<file path="src/rtl/dwc_pcie_axi_slv_req_arb_pkg.sv">
// Shared types and constants for the AXI slave AW/AR request arbiter.
package pkg_axi_slv_arb;

  localparam int unsigned ARB_ADDR_W = 64;
  localparam int unsigned ARB_ID_W   = 8;
  localparam int unsigned ARB_LEN_W  = 8;

  localparam logic ARB_PTR_RD = 1'b0;
  localparam logic ARB_PTR_WR = 1'b1;

  typedef enum logic {
    ARB_EMPTY = 1'b0,
    ARB_FULL  = 1'b1
  } arb_state_e;

  typedef struct packed {
    logic                  is_wr;
    logic [ARB_ID_W-1:0]   id;
    logic [ARB_ADDR_W-1:0] addr;
    logic [ARB_LEN_W-1:0]  len;
  } arb_req_s;

endpackage

</file>
<file path="src/rtl/dwc_pcie_axi_slv_req_arb_os_cnt.sv">
// Saturating outstanding-transaction counter with a limit compare and sticky underflow.
module dwc_pcie_axi_slv_os_cnt #(
  parameter int unsigned MAX_OS = 16,
  parameter int unsigned CW     = $clog2(MAX_OS + 1)
) (
  input  logic          clk,
  input  logic          rst,
  input  logic          inc,
  input  logic          dec,
  output logic [CW-1:0] cnt,
  output logic          below_max_c,
  output logic          underflow
);

  assign below_max_c = (cnt < CW'(MAX_OS));

  // A decrement at zero is a protocol error: hold at zero and flag it.
  always_ff @(posedge clk) begin
    if (rst) begin
      cnt       <= '0;
      underflow <= 1'b0;
    end else if (inc && !dec) begin
      cnt <= cnt + CW'(1);
    end else if (dec && !inc) begin
      if (cnt == '0) begin
        underflow <= 1'b1;
      end else begin
        cnt <= cnt - CW'(1);
      end
    end
  end

endmodule

</file>
<file path="src/rtl/dwc_pcie_axi_slv_req_arb.sv">
// Weighted round-robin AW/AR arbiter onto one registered request path, with
// outstanding limits and quiesce. DWC_PCIE_AXI_SLV_ARB_STATS_EN adds grant/stall counters.
module dwc_pcie_axi_slv_req_arb
  import pkg_axi_slv_arb::*;
#(
  parameter int unsigned ADDR_WIDTH = 64,
  parameter int unsigned ID_WIDTH   = 8,
  parameter int unsigned LEN_WIDTH  = 8,
  parameter int unsigned MAX_WR_OS  = 16,
  parameter int unsigned MAX_RD_OS  = 16,
  parameter int unsigned WR_WEIGHT  = 1,
  parameter int unsigned RD_WEIGHT  = 1,
  parameter type         req_t      = arb_req_s
) (
  input  logic                             slv_aclk,
  input  logic                             slv_rst,
  input  logic                             aw_valid,
  output logic                             aw_ready,
  input  logic [ID_WIDTH-1:0]              aw_id,
  input  logic [ADDR_WIDTH-1:0]            aw_addr,
  input  logic [LEN_WIDTH-1:0]             aw_len,
  input  logic                             ar_valid,
  output logic                             ar_ready,
  input  logic [ID_WIDTH-1:0]              ar_id,
  input  logic [ADDR_WIDTH-1:0]            ar_addr,
  input  logic [LEN_WIDTH-1:0]             ar_len,
  output logic                             req_valid,
  input  logic                             req_ready,
  output logic                             req_is_wr,
  output logic [ID_WIDTH-1:0]              req_id,
  output logic [ADDR_WIDTH-1:0]            req_addr,
  output logic [LEN_WIDTH-1:0]             req_len,
  input  logic                             b_done,
  input  logic                             r_last_done,
  input  logic                             quiesce_req,
  output logic                             quiesce_done,
  output logic [$clog2(MAX_WR_OS+1)-1:0]   wr_os_cnt,
  output logic [$clog2(MAX_RD_OS+1)-1:0]   rd_os_cnt,
  output logic                             os_underflow
`ifdef DWC_PCIE_AXI_SLV_ARB_STATS_EN
  ,
  output logic [31:0]                      wr_grant_cnt,
  output logic [31:0]                      rd_grant_cnt,
  output logic [31:0]                      stall_cnt
`endif
);

  localparam int unsigned WR_CW  = $clog2(MAX_WR_OS + 1);
  localparam int unsigned RD_CW  = $clog2(MAX_RD_OS + 1);
  localparam int unsigned MAX_WT = (WR_WEIGHT > RD_WEIGHT) ? WR_WEIGHT : RD_WEIGHT;
  localparam int unsigned CONS_W = $clog2(MAX_WT + 1);

  arb_state_e        state_q, state_d;
  req_t              req_q;
  logic              ptr_q, ptr_d;
  logic              last_dir_q;
  logic [CONS_W-1:0] cons_q, cons_d, cons_inc;
  logic              wr_below_c, rd_below_c;
  logic              wr_uf, rd_uf;
  logic              slot_c, wr_elig_c, rd_elig_c;
  logic              grant_wr_c, grant_rd_c, grant_c;

  // Credits come only from registered counts; same-cycle completions do not bypass.
  assign slot_c     = ((state_q == ARB_EMPTY) || req_ready) && !quiesce_req;
  assign wr_elig_c  = aw_valid && wr_below_c;
  assign rd_elig_c  = ar_valid && rd_below_c;
  assign grant_wr_c = slot_c && wr_elig_c && (!rd_elig_c || (ptr_q == ARB_PTR_WR));
  assign grant_rd_c = slot_c && rd_elig_c && (!wr_elig_c || (ptr_q == ARB_PTR_RD));
  assign grant_c    = grant_wr_c || grant_rd_c;

  assign aw_ready   = grant_wr_c;
  assign ar_ready   = grant_rd_c;

  assign req_valid  = (state_q == ARB_FULL);
  assign req_is_wr  = req_q.is_wr;
  assign req_id     = req_q.id;
  assign req_addr   = req_q.addr;
  assign req_len    = req_q.len;

  assign os_underflow = wr_uf || rd_uf;

  dwc_pcie_axi_slv_os_cnt #(.MAX_OS(MAX_WR_OS), .CW(WR_CW)) u_wr_os (
    .clk        (slv_aclk),
    .rst        (slv_rst),
    .inc        (grant_wr_c),
    .dec        (b_done),
    .cnt        (wr_os_cnt),
    .below_max_c(wr_below_c),
    .underflow  (wr_uf)
  );

  dwc_pcie_axi_slv_os_cnt #(.MAX_OS(MAX_RD_OS), .CW(RD_CW)) u_rd_os (
    .clk        (slv_aclk),
    .rst        (slv_rst),
    .inc        (grant_rd_c),
    .dec        (r_last_done),
    .cnt        (rd_os_cnt),
    .below_max_c(rd_below_c),
    .underflow  (rd_uf)
  );

  // Next state, plus weighted pointer: after WEIGHT same-direction grants point at the other side.
  always_comb begin
    state_d  = state_q;
    ptr_d    = ptr_q;
    cons_d   = cons_q;
    cons_inc = (grant_wr_c == last_dir_q) ? (cons_q + CONS_W'(1)) : CONS_W'(1);
    case (state_q)
      ARB_EMPTY: if (grant_c) state_d = ARB_FULL;
      ARB_FULL:  if (req_ready && !grant_c) state_d = ARB_EMPTY;
      default:   state_d = ARB_EMPTY;
    endcase
    if (grant_c) begin
      if (cons_inc >= (grant_wr_c ? CONS_W'(WR_WEIGHT) : CONS_W'(RD_WEIGHT))) begin
        ptr_d  = ~grant_wr_c;
        cons_d = '0;
      end else begin
        cons_d = cons_inc;
      end
    end
  end

  always_ff @(posedge slv_aclk) begin
    if (slv_rst) begin
      state_q <= ARB_EMPTY;
    end else begin
      state_q <= state_d;
    end
  end

  always_ff @(posedge slv_aclk) begin
    if (slv_rst) begin
      req_q        <= '0;
      ptr_q        <= ARB_PTR_RD;
      last_dir_q   <= ARB_PTR_RD;
      cons_q       <= '0;
      quiesce_done <= 1'b0;
    end else begin
      ptr_q  <= ptr_d;
      cons_q <= cons_d;
      if (grant_c) begin
        last_dir_q  <= grant_wr_c;
        req_q.is_wr <= grant_wr_c;
        req_q.id    <= grant_wr_c ? aw_id   : ar_id;
        req_q.addr  <= grant_wr_c ? aw_addr : ar_addr;
        req_q.len   <= grant_wr_c ? aw_len  : ar_len;
      end
      quiesce_done <= quiesce_req && (state_q == ARB_EMPTY) &&
                      (wr_os_cnt == '0) && (rd_os_cnt == '0);
    end
  end

`ifdef DWC_PCIE_AXI_SLV_ARB_STATS_EN
  logic stall_c;

  // A stall is an open slot where a pending valid lost only to its outstanding limit.
  assign stall_c = slot_c && ((aw_valid && !wr_below_c) || (ar_valid && !rd_below_c));

  always_ff @(posedge slv_aclk) begin
    if (slv_rst) begin
      wr_grant_cnt <= '0;
      rd_grant_cnt <= '0;
      stall_cnt    <= '0;
    end else begin
      if (grant_wr_c) wr_grant_cnt <= wr_grant_cnt + 32'd1;
      if (grant_rd_c) rd_grant_cnt <= rd_grant_cnt + 32'd1;
      if (stall_c)    stall_cnt    <= stall_cnt + 32'd1;
    end
  end
`endif

endmodule

</file>
<file path="config.mk">
export PLATFORM = sky130hd
export DESIGN_NAME = dwc_pcie_axi_slv_req_arb
export DESIGN_NICKNAME = d
export VERILOG_FILES = /design/src/rtl/dwc_pcie_axi_slv_req_arb_pkg.sv /design/src/rtl/dwc_pcie_axi_slv_req_arb_os_cnt.sv /design/src/rtl/dwc_pcie_axi_slv_req_arb.sv
export SDC_FILE = /design/constraint.sdc
export NUM_CORES = 1
export LEC_CHECK = 0
export ABC_AREA = 1
export BUFFER_PORTS_ARGS = -buffer_cell sky130_fd_sc_hd__buf_2
export CAP_MARGIN = 10
export CORE_ASPECT_RATIO = 0.8
export CORE_UTILIZATION = 40
export CTS_CLUSTER_DIAMETER = 30
export DETAILED_ROUTE_END_ITERATION = 7
export PLACE_DENSITY = 0.73
export SLEW_MARGIN = 20
export SYNTH_ARGS = -nofsm -noshare
export SYNTH_HDL_FRONTEND = slang
export SYNTH_SLANG_ARGS = --single-unit
</file>
<file path="constraint.sdc">
create_clock -name slv_aclk -period 2.4 [get_ports slv_aclk]
set_clock_uncertainty 0.05 [all_clocks]
set_input_delay 0.24 -clock slv_aclk [delete_from_list [all_inputs] [get_ports slv_aclk]]
set_output_delay 0.24 -clock slv_aclk [all_outputs]
set_load 0.1 [all_outputs]
</file>
Word level (Yosys, flattened, before mapping)
Cells that the tools add are included.
- $add $sub $neg: 5
- $lt $le $gt $ge: 3
- eq/ne operators: 3
- mux-type cells: 14
- bitwise operators: 5
- reduce and logical (&&, ||, !) cells: 37
- operators by type and width (operator ; count):
    64-bit 2-to-1 mux ; 1
    5-bit 2-to-1 mux ; 6
    8-bit 2-to-1 mux ; 2
    1-bit logical AND ; 15
    5-bit by 1-bit adder with 5-bit output, second input constant ; 2
    5-bit zero test ; 2
    5-bit < comparator, second input constant ; 2
    5-bit by 1-bit subtractor with 5-bit output, second input constant ; 2
    1-bit zero test ; 8
    2-bit AND reduction ; 3
    3-bit AND reduction ; 2
    1-bit logical OR ; 5
    1-bit NOT ; 5
    1-bit 2-to-1 mux ; 4
    2-bit by 1-bit != test with 1-bit output, second input constant ; 2
    2-bit nonzero test ; 2
    1-bit case mux with 2 select lines ; 1
    1-bit adder, second input constant ; 1
    1-bit == test ; 1
    1-bit >= comparator, second input constant ; 1
- register bits: 97
- input bits: 168
- output and inout bits: 96
- word-level logic and storage cells: 79

Longest topological paths before layout
Gate-level depths: netlist of run 1.
- word-level depth: 10
- gate-level depth with buffers: 15
- depth with buffers taken out: 14

Hierarchy
A second synthesis of run 1 with hierarchy kept.
- cells, all modules: 940
- area total of the unflattened synthesis: 5864.4 sq um
- modules (own cells, without submodules) (module ; instances ; cells each ; area an instance (sq um) ; seq. area each (sq um)):
    dwc_pcie_axi_slv_req_arb ; 1 ; 806 ; 4898.4 ; 1681.6
    dwc_pcie_axi_slv_os_cnt (u_wr_os) ; 1 ; 67 ; 484.2 ; 120.1
    dwc_pcie_axi_slv_os_cnt (u_rd_os) ; 1 ; 67 ; 481.7 ; 120.1

Worst setup path before layout of run 1
No wires, ideal clock.
- path kind: reg-to-reg
- start point: reg u_wr_os.cnt[4]
- end point: reg u_rd_os.cnt[4]
- library setup time: 70 ps
- arrival: 3624 ps
- data required time: 2280 ps
- setup slack: -1345 ps
- cell stages (with the launch flop): 15
- buffers on the path: 1
- period minus slack after synthesis: 3745 ps
- cell sequence: dfxtp_1 > inv_1 > nand3_1 > nand3_1 > clkbuf_1 > inv_1 > ha_1 > inv_1 > ha_1 > or2_2 > nand2_1 > nand2_1 > nand2_1 > nand2_1 > a21oi_1
- cells in the longest elaborated chain, start to end: 9
- elaborated cells between the ends (all ways): 12
- classes of those cells: 1 x order compare; 1 x eq/ne; 1 x mux; 9 x reduce/logical
- RTL lines (item ; RTL line ; RTL):
    start: declaration ; dwc_pcie_axi_slv_req_arb_os_cnt.sv:10 ; output logic [CW-1:0] cnt,
    start signal: assignment ; dwc_pcie_axi_slv_req_arb_os_cnt.sv:23 ; cnt <= cnt + CW'(1);
    start signal: assignment ; dwc_pcie_axi_slv_req_arb_os_cnt.sv:28 ; cnt <= cnt - CW'(1);
    5-bit < comparator * ; dwc_pcie_axi_slv_req_arb_os_cnt.sv:15 ; assign below_max_c = (cnt < CW'(MAX_OS));
    1-bit logical AND * ; dwc_pcie_axi_slv_req_arb.sv:65 ; assign wr_elig_c = aw_valid && wr_below_c;
    1-bit zero test * ; dwc_pcie_axi_slv_req_arb.sv:68 ; assign grant_rd_c = slot_c && rd_elig_c && (!wr_elig_c || (ptr_q == ARB_PTR_RD));
    1-bit logical OR * ; dwc_pcie_axi_slv_req_arb.sv:68 ;
    1-bit logical AND * ; dwc_pcie_axi_slv_req_arb.sv:68 ;
    via ar_ready ; dwc_pcie_axi_slv_req_arb.sv:23 ; output logic ar_ready,
    1-bit zero test ; dwc_pcie_axi_slv_req_arb_os_cnt.sv:24 ; end else if (dec && !inc) begin
    1-bit logical AND ; dwc_pcie_axi_slv_req_arb_os_cnt.sv:24 ;
    2-bit nonzero test (no line) ; - ;
    2-bit AND reduction (no line) ; - ;
    end signal: assignment ; dwc_pcie_axi_slv_req_arb_os_cnt.sv:23 ;
    end signal: assignment ; dwc_pcie_axi_slv_req_arb_os_cnt.sv:28 ;
    end: declaration ; dwc_pcie_axi_slv_req_arb_os_cnt.sv:10 ;
The timed path passes the listed nets; every way through them passes the cells marked *.
A chain may end at the register's enable or synchronous reset.

Final worst setup path of run 1
- start point: reg state_q, in the netlist req_valid
- end point: reg req_q, in the netlist req_addr[30]
- cells in the longest elaborated chain, start to end: 6
- elaborated cells between the ends (all ways): 9
- classes of those cells: 1 x mux; 1 x bitwise; 7 x reduce/logical
- RTL lines (item ; RTL line ; RTL):
    start: declaration ; dwc_pcie_axi_slv_req_arb.sv:53 ; arb_state_e state_q, state_d;
    start signal: assignment ; dwc_pcie_axi_slv_req_arb.sv:127 ; state_q <= state_d;
    1-bit NOT * ; dwc_pcie_axi_slv_req_arb.sv:64 ; assign slot_c = ((state_q == ARB_EMPTY) || req_ready) && !quiesce_req;
    1-bit logical OR * ; dwc_pcie_axi_slv_req_arb.sv:64 ;
    1-bit logical AND * ; dwc_pcie_axi_slv_req_arb.sv:64 ;
    1-bit logical AND, on equally long branches (2 in series) ; dwc_pcie_axi_slv_req_arb.sv:67, dwc_pcie_axi_slv_req_arb.sv:68 ;
    64-bit 2-to-1 mux / 1-bit logical OR (equally long branches) ; dwc_pcie_axi_slv_req_arb.sv:145, dwc_pcie_axi_slv_req_arb.sv:69 ;
    end: declaration ; dwc_pcie_axi_slv_req_arb.sv:54 ; req_t req_q;
Every way passes the cells marked *; elsewhere a longest branch is shown, timed or not.

==> run summary, run 1 <==
The count of mapped cells out of synthesis came out at approximately 850. Power spread over the standard cell area amounts to approximately 1100 nW/um^2. The vias after detailed routing is approximately 6300. The average wire per cell in the routed design is ~13 um.

The overall routed net length is around 17 mm. The die width came out at between 100 and 150 um. The number of fill cells is between 1000 and 1500. The actual transition at the worst max-transition pin came out at between 0.8 and 0.9 ns.

For this design, the sink count on the clock tree is 96. The category of the critical setup timing path is register to register. The number of register bits inferred by synthesis came out at between 90 and 100. After floorplanning, the core was divided into 38 placement rows. The vias per cell is a little over 5. For this configuration, the core starts out at a cell density of 40.91%.

During placement, the flow inserted port buffers numbering around 260. The TritonCTS clock tree is built. Entering global routing, the biggest net connects roughly 160 pins. The buffer levels on the longest clock path is 2.

The headroom to the max-slew limit came out at about 40%. The number of routed nets with antenna violations came out at 0. Buffers inserted to repair hold after CTS numbered 0.

The initial antenna violation count is 0. The max-capacitance violation count is 0. The synthesized area per cell came out at ~6.5 um^2.

The first detailed-routing pass took 6 iterations. The leakage power of the design came out at about 4.0 nW. The vertical extent of the die came out at ~110 um. The flow ran to the end, and the final reports show no timing, DRC or antenna violations. The min-delay analysis places its worst path in the category primary input to register.

Yosys mapped a number of flops with a built-in enable equal to 0. Dividing the final minimum period by the clock period gives between 80 and 90%. The number of gates given a new drive strength after cts is 0. The number of top-level pins came out at ~260. The final count of hold timing violations is 0. In this run, CTS created clock tree buffers numbering 9. The maximum resistive drop on vdd is 523.4 uV.

The post-layout instance count excluding filler cells is 1250. The CTS root buffer is clkbuf_16. The clock period could shrink to 2.155 ns. The overall power came out at slightly above 8 mW. Setup repair after global routing left no endpoint under its margin.

The total area inside the core boundary comes to 13500 um^2. The iteration-0 DRC count of the detailed router came out at roughly 360. Among all flip-flop cells after synthesis, the most frequent one is dfxtp_1.

The area used by multi-input combinational logic came out at ~2700 um^2. The via count of the first global-routing pass is 5287. The count of placed standard cells including taps is 1234. In the synthesized netlist the async set-or-reset flop fraction comes to 0%. Registers take roughly 1900 um^2. Of the cells placed in the final design, the portion with a size suffix greater than 1 is slightly below 30%. At the end of routability-driven placement, the weighted congestion stood at approximately 0.84.

The number of synthesis warnings came out at 0. The first global-routing pass estimated around 26 mm of wire. The overall track demand over capacity in global routing is between 20% and 30%. The total of endpoints with negative setup slack in the final report is 0.

Yosys attributes the largest share of cell area to dfxtp_1 (35%), nand3_1 (15%), inv_1 (13%). The unique cell type count in the Yosys netlist came out at 24. Of all cell types, the one taking the most synthesized area is dfxtp_1.

The antenna diode count is 0. The sequential cell area fraction in the yosys report is about a third. Compared with the post-synthesis result, the final layout area differs by 32.12%.

For this run, the top clock speed supported by timing is about 460 MHz. The area of the mapped netlist is between 5000 and 6000 um^2. The post-layout net count is roughly 1200. The post-synthesis net count came out at 1033. The total number of H-tree levels came out at 3.

The endpoint arrival time on the critical path came out at 2.36 ns. The maximum fanout encountered on the critical timing path came out at about 160. Summed over all layers, the global routing overflow is 0. The die area came out at about 14000 um^2.

The synthesized design devotes to its leading area cell type about a third of total area. The clock transition time at the flip-flop clock pins of the worst setup and hold paths is about 0.07 ns. The endpoint class of the critical path is a register. The sum of net half-perimeters after detailed placement is ~11 mm. The data required time of the critical path is 2.61 ns.

The DRC violation count after routing is 0. The max-slew violation count is 0. STA classifies the critical path startpoint as a register. The buffer count from post-CTS setup fixing is 0. The insertion delay to the later sink of the worst-skew pair came out at approximately 0.34 ns.
==> report_power, final <==
group	switching [mW]	internal, mW	total (mW)	leakage, nW
combinational	3.59	0.984	4.57	3.07
clock	0.658	0.749	1.41	0.145
sequential	0.212	1.90	2.11	0.790
==> cells by family after synthesis <==
kind of cell / Yosys count / share of synthesized area, %
compound gates: 103 / 9.581
xor+xnor: 5 / 0.7929
fa+ha+maj: 13 / 3.216
buf+inv: 256 / 18.01
flops: 96 / 34.79
simple gates: 379 / 33.61
==> through the flow <==
step           area [um^2]  worst slack [ns]  hold WS [ns]  utilization [%]  setup TNS, ns
2_1_floorplan         5627           -0.3892        0.3442                -         -2.298
3_3_place_gp          7010            0.2788        0.4020            51.92              0
3_5_place_dp          7010            0.2473        0.4078            51.92              0
4_1_cts               7298            0.2654        0.1407            54.05              0
5_1_grt               7298            0.1410        0.1401            54.05              0
6_report              7298            0.2447        0.1617            54.05              0
==> worst paths after layout <==
check | startpoint | end | slack (ns) | depth (start not counted)
min | quiesce_req | quiesce_done$_SDFF_PP0_ | 0.16 | 3
max reg2reg | req_valid$_SDFF_PP0_ | req_addr[30]$_SDFFE_PP0P_ | 0.24 | 7
max | req_valid$_SDFF_PP0_ | req_addr[30]$_SDFFE_PP0P_ | 0.24 | 7
min reg2reg | u_wr_os.underflow$_SDFFE_PP0P_ | u_wr_os.underflow$_SDFFE_PP0P_ | 0.41 | 2
==> routing by layer <==
layer  GRT usage (%)  vias up  part of all wire [%]  wire length, um
li1                -     3200                     -                -
met1           30.35     2857                    44             7283
met2           36.38      269                    46             7673
met3           4.634       15                   8.1             1345
met4           5.438        0                   1.2              201
met5               0        -                     0                0
==> sequential cells by signal, indices dropped and copies added (netlist names) <==
name	count
req_valid	1
u_rd_os.underflow	1
req_len	8
req_id	8
u_rd_os.cnt	5
last_dir_q	1
u_wr_os.underflow	1
ptr_q	1
u_wr_os.cnt	5
quiesce_done	1
req_addr	64
==> area by class of cell <==
cell class,count,share of cell area (%)
Inverter,187,9.755
Tap cell,180,3.086
Timing Repair Buffer,271,19.96
Clock inverter,6,0.6686
Multi-Input combinational cell,500,36.77
Sequential cell,96,26.49
Clock buffer,10,3.274
==> synth_stat cells, drive strengths merged (3+ instances only) <==
cell,instances
nand2,102
inv,187
nor2,21
a21oi,93
o21ai,9
dfxtp,96
xnor2,3
clkbuf,39
ha,11
nand4,82
buf,30
nand3,171
==> critical path, stage by stage (launching register included) <==
cell,delay (ns)
dfxtp_4,0.36
a21oi_4,0.21
nand3_4,0.13
buf_12,0.22
nand2_2,0.24
buf_12,0.29
nand3_1,0.13
a21oi_1,0.18
==> placed cells by master (no fill, tap or decap), types with 3 or more instances in the layout <==
| cell | count |
|---|---|
| nor2_1 | 20 |
| nand4_1 | 82 |
| dfxtp_4 | 3 |
| clkbuf_16 | 9 |
| nand2_1 | 100 |
| inv_1 | 181 |
| a21oi_1 | 91 |
| xnor2_1 | 3 |
| inv_6 | 5 |
| nand3_1 | 168 |
| dfxtp_1 | 93 |
| buf_12 | 6 |
| buf_2 | 261 |
| o21ai_0 | 8 |
| ha_1 | 9 |
| inv_2 | 3 |
| nand3_4 | 3 |
| buf_4 | 4 |
(Power assumes the default switching activity.)
==> inputs of run 2 (changes only) <==
--- a/config.mk
+++ b/config.mk
@@ -6,13 +6,14 @@
 export NUM_CORES = 1
 export LEC_CHECK = 0
 export ABC_AREA = 1
-export BUFFER_PORTS_ARGS = -buffer_cell sky130_fd_sc_hd__buf_2
+export BUFFER_PORTS_ARGS = -buffer_cell sky130_fd_sc_hd__buf_4
 export CAP_MARGIN = 10
 export CORE_ASPECT_RATIO = 0.8
 export CORE_UTILIZATION = 40
 export CTS_CLUSTER_DIAMETER = 30
 export DETAILED_ROUTE_END_ITERATION = 7
 export PLACE_DENSITY = 0.73
+export SKIP_CTS_REPAIR_TIMING = 1
 export SLEW_MARGIN = 20
 export SYNTH_ARGS = -nofsm -noshare
 export SYNTH_HDL_FRONTEND = slang
==> run 2 against run 1 <==
Against the previous run:
- clock power is essentially flat
- via count grew 0.44%
- critical endpoint is now u_rd_os.cnt[1]$_SDFFE_PP0P_
- die area is the same
- largest power group unchanged
- clock-buffer cell count grew 3
- register-to-register slack gained 0.03 ns
- flip-flop and latch count is the same
- largest cell class unchanged
- power grew 2.9%
- wire length grew 5.6%
- design area grew 8.4%
- global-route usage grew 1.9 points
- combinational power grew 5.0%
==> run summary, run 2 (synthesis results as in run 1) <==
The final count of hold timing violations came out at 0 (unchanged). The share of power burned in the clock network is 16.9% (-0.5 points). TritonCTS built the clock tree. The most common library cell in the layout ignoring fill and taps is buf_4. The critical-path cell with the highest stage delay is buf_4. The DRC violation count after routing was 0 (unchanged).

In the layout the commonest cells are buf_4 (272), inv_1 (181), nand3_1 (168), nand2_1 (100), dfxtp_1 (93). The clock transition time at the flip-flop clock pins of the worst setup and hold paths was 0.06 ns (about the same). The total number of H-tree levels came to 3 (unchanged). The insertion delay to the later sink of the worst-skew pair came out at 0.34 ns (about the same). Setup repair after global routing left no endpoint under its margin. The cell-internal power came out at 3.890 mW (+7.1%). The net switching power is 4.429 mW (-0.62%). The first-pass GRT wire length is 27.90 mm (+6.3%).

The proportion of total power due to net switching came out at 53.24% (-1.9 points). Walking the worst path, the cells encountered are inv_1 > nand3_1 > nand3_4 > buf_4 > ha_1 > inv_1 > nand2_1 > inv_1 > nand2_1 > nand2_1 > a21oi_1. The post-layout instance count excluding filler cells is 1252 (+0.16%). The detailed-router iteration count before antenna repair is 5 (-1). The category of the worst setup path launch point is a register. The total power divided by cell area came to 1052 nW/um^2 (-5.1%). The portion of total power attributed to sequential cells is 25.5% (-0.6 points). The maximum resistive drop on vdd is 583.6 uV (+12%). The largest delay contributor family on the critical path is buffers and inverters. The via count of the first global-routing pass is 5599 (+5.9%). The overall routed net length is 17.44 mm (+5.6%). The most critical setup path has its startpoint at u_wr_os.cnt[4]$_SDFFE_PP0P_. The post-layout minimum cycle time came out at 2.128 ns (-0.02771 ns). The die area was 14290 um^2 (unchanged). The worst hold path belongs to the class primary input to register.

The max-slew violation count came out at 0 (unchanged). The CTS root buffer is clkbuf_16. The buffer levels on the longest clock path is 2 (unchanged). The number of routed nets with antenna violations is 0 (unchanged). The final instance area came to 7911 um^2 (+8.4%).

The reg-to-reg setup timing slack is 0.27 ns (+0.03 ns). The initial antenna violation count is 0 (unchanged). The total buffers and inverters traversed by the critical path is 4 (+2).

The vertical extent of the die was 107.1 um (unchanged). The actual transition at the worst max-transition pin came out at 0.9009 ns (+0.003171 ns). The post-layout net count is 1248 (+0.16%). The startpoint identified for the worst hold timing path is quiesce_req. The area inside the core boundary came out at 13500 um^2 (unchanged). The headroom to the max-slew limit is 39.94% (-0.21 points).

The maximum fanout encountered on the critical timing path is 41 (-75%). The remaining global-route overflow is 0 (unchanged). The share of total power in combinational logic is 57.6% (+1.1 points). The sum of net half-perimeters after detailed placement is 11.78 mm (+9.5%).

The final estimated routing congestion in global placement came out at 0.8676 (+3.8%). The pin count of the biggest net entering global routing is 163 (-0.61%). The data required time of the critical path is 2.58 ns (-0.03 ns). The iteration-0 DRC count of the detailed router was 312 (-14%). The worst register-to-register path begins at u_wr_os.cnt[4]$_SDFFE_PP0P_. The total of endpoints with negative setup slack in the final report is 0 (unchanged). The number of top-level pins came to 264 (unchanged). The vias after detailed routing was 6369 (+0.44%). The TritonCTS sink count came out at 96 (unchanged).

The max-capacitance violation count came to 0 (unchanged). The number of fill cells is 1324 (-3.7%). The final critical-path share of the clock period came out at 88.65% (-1.2 points). The instance area at placement is 7616 um^2 (+8.6%). The die width is 133.4 um (unchanged). The maximum clock rate was 470.0 MHz (+1.3%). The vias per cell came out at 5.087 (+0.28%). The number of standard-cell rows in the floorplan came out at 38 (unchanged). The endpoint arrival time on the critical path is 2.31 ns (-0.05 ns).

The setup path with the least slack is of type register to register. The run finished with clean final reports. The overall track demand over capacity in global routing is 24.36% (+1.9 points). The largest stage delay on the critical path came out at 0.42 ns (+0.06 ns). The count of placed standard cells including taps came out at 1236 (+0.16%). The antenna diode count came to 0 (unchanged). The count of input and output buffers is 263 (unchanged). The worst setup path is captured at a register. The setup TNS after final layout is 0 ns (unchanged).

The number of flip-flops in the largest register came out at 64 (unchanged). The starting density of the core is 40.91% (unchanged). The average wire per cell in the routed design is 13.93 um (+5.5%). The share of layout cells above drive strength 1 came out at 28.82% (-0.054 points). The CTS buffer count came out at 9 (unchanged). From synthesis to final layout, the design area changed by 43.22%.

The leakage power of the design came out at 4.143 nW (+3.4%).
run 2: cell count changes in the layout (fill, tap and decap cells not counted), sizes merged:
cell and delta:
inv -5, clkinvlp +2, buf +2, clkbuf +3
run 2: worst reg2reg max path, cell delays in order, from the launching register on:
cell     delay, ns
dfxtp_4       0.36
inv_1         0.11
nand3_1       0.13
nand3_4       0.12
buf_4         0.42
ha_1          0.32
inv_1         0.05
nand2_1       0.14
inv_1         0.16
nand2_1       0.07
nand2_1       0.05
a21oi_1       0.04
run 2: stage by stage:
stage               setup slack (ns)  total power, mW  utilization [%]  hold slack (ns)
floorplan                    -0.3892            5.847                -           0.3442
finish                        0.2724            8.319            58.59           0.1448
global route                 0.06051            8.759            58.59           0.1350
CTS                           0.2696            8.363            58.59           0.1312
detailed placement            0.2781            6.943            56.40           0.4012
global placement              0.3125            6.923            56.40           0.3992
run 2: power by group through the flow:
stage,combinational (mW),sequential (mW),clock (mW)
after floorplan,1.76,4.09,0
after global placement,4.78,2.15,0
after detailed placement,4.80,2.15,0
after CTS,4.80,2.12,1.44
after global routing,5.10,2.15,1.50
final,4.80,2.12,1.41
run 2: final timing paths:
path | cells after the start | end
setup reg to reg | 11 | u_rd_os.cnt[1]$_SDFFE_PP0P_
hold / removal | 3 | quiesce_done$_SDFF_PP0_
hold reg to reg | 2 | last_dir_q$_SDFFE_PP0P_
setup / recovery | 11 | u_rd_os.cnt[1]$_SDFFE_PP0P_
run 2: metal layers:
layer / part of all wire, % / track usage [%] / up-vias
met2: 46 / 40.36 / 243
met3: 8.8 / 7.092 / 21
met5: 0 / 0 / -
li1: - / - / 3201
met1: 43 / 30.33 / 2904
met4: 1.7 / 7.792 / 0
run 2: layout make-up:
| class | count | area [um^2] | area share, % |
|---|---|---|---|
| multi-input combinational | 500 | 2684 | 33.92 |
| timing repair buffer | 273 | 2062 | 26.06 |
| sequential | 96 | 1933 | 24.43 |
| inverter | 187 | 711.9 | 8.999 |
| clock buffer | 13 | 271.5 | 3.432 |
| tap | 180 | 225.2 | 2.847 |
| clock inverter | 3 | 23.77 | 0.3005 |
